File: config.mk
export PLATFORM = sky130hd
export DESIGN_NAME = register_flat
export DESIGN_NICKNAME = d
export VERILOG_FILES = /design/src/rtl/register_if.sv /design/src/rtl/register.sv /design/src/flat_wrapper.sv
export SDC_FILE = /design/constraint.sdc
export NUM_CORES = 2
export LEC_CHECK = 0
export CORE_MARGIN = 10
export CORE_UTILIZATION = 68
export CTS_CLUSTER_DIAMETER = 120
export DETAILED_ROUTE_END_ITERATION = 12
export PLACE_DENSITY = 0.86
export SYNTH_ARGS = -nofsm -noshare
export SYNTH_HDL_FRONTEND = slang
export SYNTH_SLANG_ARGS = --single-unit
File: constraint.sdc
create_clock -name clk -period 201 [get_ports clk]
set_input_delay 50.25 -clock clk [delete_from_list [all_inputs] [get_ports clk]]
set_output_delay 50.25 -clock clk [all_outputs]
set_load 0.01 [all_outputs]
File: src/rtl/register_if.sv
// Register-file access bundle: one write port and two independent read ports.
interface register_if #(
    parameter int XLEN = 64
);
    logic            we;
    logic [4:0]      rs1;
    logic [4:0]      rs2;
    logic [4:0]      rd;
    logic [XLEN-1:0] wd;
    logic [XLEN-1:0] rd1;
    logic [XLEN-1:0] rd2;

    modport master (output we, rs1, rs2, rd, wd, input rd1, rd2);
    modport slave  (input we, rs1, rs2, rd, wd, output rd1, rd2);
endinterface

File: src/rtl/register.sv
// 32-entry integer register file: x0 hardwired to zero, one synchronous write port,
// two combinational read ports, asynchronous clear.
module register #(
    parameter int XLEN  = 64,
    parameter int NREGS = 32
) (
    input  logic      clk,
    input  logic      rst,
    register_if.slave bus
);

    // x0 has no storage; it is synthesised as a constant zero on the read side.
    logic [XLEN-1:0] regs_r [1:NREGS-1];
    logic [XLEN-1:0] rd1_s;
    logic [XLEN-1:0] rd2_s;
    logic            wr_en_s;

    assign wr_en_s = bus.we && (bus.rd != 5'd0);

    // Storage update: asynchronous clear, otherwise single-entry write on rising clk.
    always_ff @(posedge clk or posedge rst) begin
        if (rst) begin
            for (int i = 1; i < NREGS; i++) begin
                regs_r[i] <= {XLEN{1'b0}};
            end
        end else if (wr_en_s) begin
            regs_r[bus.rd] <= bus.wd;
        end
    end

    // Read ports: no bypass, so a pending write is visible only after the edge.
    always_comb begin
        rd1_s = {XLEN{1'b0}};
        rd2_s = {XLEN{1'b0}};
        if (bus.rs1 != 5'd0) begin
            rd1_s = regs_r[bus.rs1];
        end else begin
            rd1_s = {XLEN{1'b0}};
        end
        if (bus.rs2 != 5'd0) begin
            rd2_s = regs_r[bus.rs2];
        end else begin
            rd2_s = {XLEN{1'b0}};
        end
    end

    assign bus.rd1 = rd1_s;
    assign bus.rd2 = rd2_s;

endmodule

File: src/flat_wrapper.sv
// flat-port wrapper written by rule: the top's interface ports become plain ports
module register_flat 
#(
    parameter int XLEN  = 64,
    parameter int NREGS = 32
)
  (clk, rst, bus_we, bus_rs1, bus_rs2, bus_rd, bus_wd, bus_rd1, bus_rd2);
  register_if #(.XLEN(XLEN)) bus_i ();
  input  logic clk;
  input  logic rst;
  input wire logic [$bits(bus_i.we)-1:0] bus_we;
  input wire logic [$bits(bus_i.rs1)-1:0] bus_rs1;
  input wire logic [$bits(bus_i.rs2)-1:0] bus_rs2;
  input wire logic [$bits(bus_i.rd)-1:0] bus_rd;
  input wire logic [$bits(bus_i.wd)-1:0] bus_wd;
  output wire logic [$bits(bus_i.rd1)-1:0] bus_rd1;
  output wire logic [$bits(bus_i.rd2)-1:0] bus_rd2;
  assign bus_i.we = bus_we;
  assign bus_i.rs1 = bus_rs1;
  assign bus_i.rs2 = bus_rs2;
  assign bus_i.rd = bus_rd;
  assign bus_i.wd = bus_wd;
  assign bus_rd1 = bus_i.rd1;
  assign bus_rd2 = bus_i.rd2;
  register #(.XLEN(XLEN), .NREGS(NREGS)) u_core (.clk(clk), .rst(rst), .bus(bus_i));
endmodule
## Yosys cells after proc, flatten, opt, wreduce, memory -nomap -nowiden

Cells that the tools add are included.

- Input port bits: 82
- Output and inout port bits: 128
- Register bits after elaboration: 1984

- Reduce and logical (&&, ||, !) cells: 5
- Magnitude comparators: 4
- Multiplexer cells: 11
- Bitwise gates (word level): 3

Operators by type and width:

| operator | count |
|---|---|
| 1984-bit bitwise mux | 1 |
| 64-bit binary-select mux with 5-bit select | 2 |
| 64-bit 2-to-1 mux | 7 |
| 64-bit demux with 5-bit select | 1 |
| 6-bit >= comparator (second input constant) | 3 |
| 5-bit inverter with 6-bit output | 3 |
| 5-bit nonzero test | 3 |
| 6-bit by 1-bit < comparator with 1-bit output (second input constant) | 1 |
| 1-bit logical AND | 2 |

## Depth between registers and ports, before layout

- Depth after elaboration: 6
- Gate-level depth with buffers: 8

## Worst setup path before layout

Ideal clock, no wire load.

- Path kind: in2out
- Start point: in bus_rs2[1]
- End point: out bus_rd2[57]
- Setup slack: 99.034 ns
- Buffers on the path: 3
- Cell stages on the path: 7
- Arrival time: 51.716 ns
- Cells stage by stage: buf_2 -> or2_2 -> buf_2 -> clkbuf_1 -> o22ai_1 -> nor3_1 -> nor4_1

- Longest elaborated chain between the ends: 5
- Elaborated cells between the ends (all ways): 6
- Those cells by class: 4 x mux; 1 x bitwise; 1 x reduce/logical

Ends and longest elaborated chain:

| what | line | RTL |
|---|---|---|
| from (decl) | flat_wrapper.sv:13 | `input wire logic [$bits(bus_i.rs2)-1:0] bus_rs2;` |
| 5-bit inverter with 6-bit output (implied by the code) | register.sv:41 | `rd2_s = regs_r[bus.rs2];` |
| 64-bit binary-select mux with 5-bit select | register.sv:41 |  |
| 64-bit 2-to-1 mux (implied by the code) (2 in a row) | register.sv:41 |  |
| 64-bit 2-to-1 mux (*) | register.sv:40 | `if (bus.rs2 != 5'd0) begin` |
| to (decl) | flat_wrapper.sv:17 | `output wire logic [$bits(bus_i.rd2)-1:0] bus_rd2;` |

Every way passes the cells marked *; elsewhere a longest branch is shown, timed or not. The select of a mux whose other input is x is not followed.

## Final worst setup path

- Start point: in bus_rs2[1]
- End point: out bus_rd2[50]

The elaborated chain is that of the path after synthesis.

==> results.sh <==
export IMPL_largest_register="u_core.regs_r"
export IMPL_fmax_mhz=9.43
export IMPL_nNetsFinal=7814
export IMPL_crit_type="in2out"
export IMPL_die_area_sq_um=173000
export IMPL_gp_congestion=0.838
export IMPL_ys_ff_latch=1984
export IMPL_ios=210
export IMPL_arrival_ns=55.77
export IMPL_synth_common_cells="2172 x mux2_2, 1984 x dfrtp_1, 1153 x mux2i_1"
export IMPL_end_kind="output port"
export IMPL_power_density_nw_per_um2=10.2
export IMPL_syn_nets=8124
export IMPL_yosysTopAreaCellShare_pct=46.6
export IMPL_cts_tree="built"
export IMPL_synth_area_top_cells="dfrtp_1 47%, mux2_2 23%, mux2i_1 11%"
export IMPL_totalPowerFinal_mw=1.17
export IMPL_yosysSeqAreaShare_pct=46.6
export IMPL_cts_max_level=4
export IMPL_cts_root_buf="clkbuf_16"
export IMPL_min_period_ns=106.02
export IMPL_hp_start="u_core.regs_r[1170]"
export IMPL_clk_pin_slew_worst_paths_ns=0.06
export IMPL_critPathMostFrequentCell="buf_4"
export IMPL_grt_pass1_vias=78451
export IMPL_fillCellCount=9571
export IMPL_synth_area_sq_um=106000
export IMPL_grt_pass1_wl_microns=493000
export IMPL_crit_chain="buf_8, buf_4, buf_4, nand2_4, buf_4, o22ai_1, nor3_1, nor4_1, clkdlybuf4s50_1"
export IMPL_finalSetupTns_ns=0
export IMPL_crit_start="bus_rs2[1]"
export IMPL_dp_final_hpwl_microns=176000
export IMPL_ant_nets=0
export IMPL_top_regs="u_core.regs_r x1984"
export IMPL_worstMarginPinSlew_ns=1.37
export IMPL_synth_warnings=0
export IMPL_synth_avg_cell_area_sq_um=13.2
export IMPL_drtIter0Drc=9634
export IMPL_placementRows=145
export IMPL_port_buffers=209
export IMPL_slowest_stage="nor4_1"
export IMPL_min_to="u_core.regs_r[1170]"
export IMPL_rsz0062_at_grt="false"
export IMPL_coreArea_sq_um=156000
export IMPL_start_util_pct=68.3
export IMPL_drt_wl_total_microns=331000
export IMPL_cp_slowest_stage_delay_ns=0.97
export IMPL_largest_reg_flops=1984
export IMPL_p_leak_nw=52.0
export IMPL_drcViolationCount=0
export IMPL_cts_made_buffers=200
export IMPL_ys_types=44
export IMPL_slew_viol_final=0
export IMPL_hp_class="reg2reg"
export IMPL_required_ns=150.75
export IMPL_cts_setup_buffers=0
export IMPL_peakVddDrop_uv=10.2
export IMPL_post_drt_wl_per_cell_microns=33.2
export IMPL_area_growth_pct=8.39
export IMPL_insertion_delay_ns=0.85
export IMPL_hold_violations=0
export IMPL_postSynthCellCount=8042
export IMPL_grt_overflow=0
export IMPL_worstSetupStartpointType="input pin"
export IMPL_finalSetupViolations=0
export IMPL_vias_per_cell=7.62
export IMPL_antenna_found_initial=19
export IMPL_cts_resized=0
export IMPL_reg2regPathDepth=1
export IMPL_r2r_end="u_core.regs_r[1164]"
export IMPL_worstHoldPathCells=1
export IMPL_grt_util_all_layers_pct=37.1
export IMPL_ys_flop_type="dfrtp_1"
export IMPL_r2r_start="u_core.regs_r[1164]"
export IMPL_drt_pass1_iter_count=6
export IMPL_die_y_microns=416
export IMPL_die_width_microns=416
export IMPL_synth_edf_count=0
export IMPL_crit_fanout=47
export IMPL_slew_headroom_pct=8.34
export IMPL_yosysMostFrequentCell="mux2_2"
export IMPL_async_flop_share_pct=100
export IMPL_ff2ff_setup_slack_ns=200.16
export IMPL_drive_above_1_share_pct=37.6
export IMPL_fin_util_pct=74.1
export IMPL_fin_crit_sh_pct=52.7
export IMPL_clk_path_buf_depth=3
export IMPL_maxCapViolCount=0
export IMPL_grt_start_max_net_pins=196
export IMPL_postCtsHoldBufs=0
export IMPL_status="finished clean"
export IMPL_synth_largest_area_cell="dfrtp_1"
export IMPL_finClkSkew_ns=0
export IMPL_timing_hold_ws_ns=0.516
export IMPL_vias=75932
export IMPL_numClockSinks=1984
## how the worst max path moves through the flow
stage,cells after the start,endpoint,slack [ns]
after global placement,9,bus_rd2[36],95.08
after detailed placement,9,bus_rd2[36],95.10
after global routing,9,bus_rd2[50],94.79
after CTS,9,bus_rd2[36],95.08
after floorplan,1,u_core.regs_r[0],94.71
final,9,bus_rd2[50],94.98
## cell families (layout without fill, tap and decap cells)
group,after synthesis,after routing,synth area share (%)
buffers and inverters,862,723,3.96
other,0,10,0
DFF,1984,1984,46.6
AOI/OAI and AO/OA,1022,1022,6.61
muxes,3649,3649,39.9
and+or+nand+nor,525,525,2.87
## per-stage QoR
| step | std cells | setup WS (ns) | area [sq um] |
|---|---|---|---|
| 5_1_grt | 9966 | 94.79 | 115000 |
| 2_1_floorplan | 8042 | 94.71 | 106000 |
| 3_3_place_gp | 9588 | 95.08 | 108000 |
| 6_report | 9971 | 94.98 | 115000 |
| 4_1_cts | 9961 | 95.08 | 115000 |
| 3_5_place_dp | 9588 | 95.10 | 108000 |
## critical path: cells and delay by family
kind	cells	cell delay [ns]
buffers and inverters	5	3.26
AOI/OAI and AO/OA	1	0.28
and+or+nand+nor	3	1.85
## layout by cell type, fill, tap and decap left out, types with 62 or more instances in the layout
cell type / synthesis / routed
mux2_2: 2172 / 2172
dfrtp_1: 1984 / 1984
mux2i_1: 1153 / 1153
o22ai_1: 575 / 575
nor3_1: 257 / 257
mux4_2: 256 / 256
clkbuf_16: 0 / 207
clkdlybuf4s50_1: 0 / 203
buf_4: 67 / 132
a22oi_1: 128 / 128
a211oi_1: 127 / 127
mux2_1: 68 / 68
nor2b_1: 70 / 65
a221o_1: 64 / 64
a21oi_1: 64 / 64
clkbuf_8: 0 / 64
a221oi_1: 63 / 63
or3_1: 63 / 63
nor4_1: 64 / 62
## routing by layer
metal / share of wire [%] / track usage (%) / vias to the layer above
met5: 0.038 / 0 / -
li1: - / - / 30071
met1: 36 / 46.3 / 39048
met2: 46 / 57.5 / 5237
met4: 7.3 / 24.2 / 18
met3: 11 / 9.43 / 1558
## power breakdown
part | internal (mW) | leakage [nW] | total (mW) | switching (mW)
Clock | 0.232 | 3.48 | 0.395 | 0.163
Sequential | 0.478 | 25.4 | 0.540 | 0.0623
Combinational | 0.132 | 23.2 | 0.239 | 0.107
Total | 0.842 | 52.0 | 1.17 | 0.332
## final cells by class
type	instances	area, sq um	share of cell area (%)
clock buffers	309	6200	5.37
repair buffers	349	3270	2.83
well taps	2058	2570	2.23
clock inverters	64	776	0.672
multi-input cells	5196	52900	45.8
inverters	1	11.3	0.00976
diodes	10	25.0	0.0217
flip-flops and latches	1984	49600	43.0
Power figures use the tool's default switching activity.
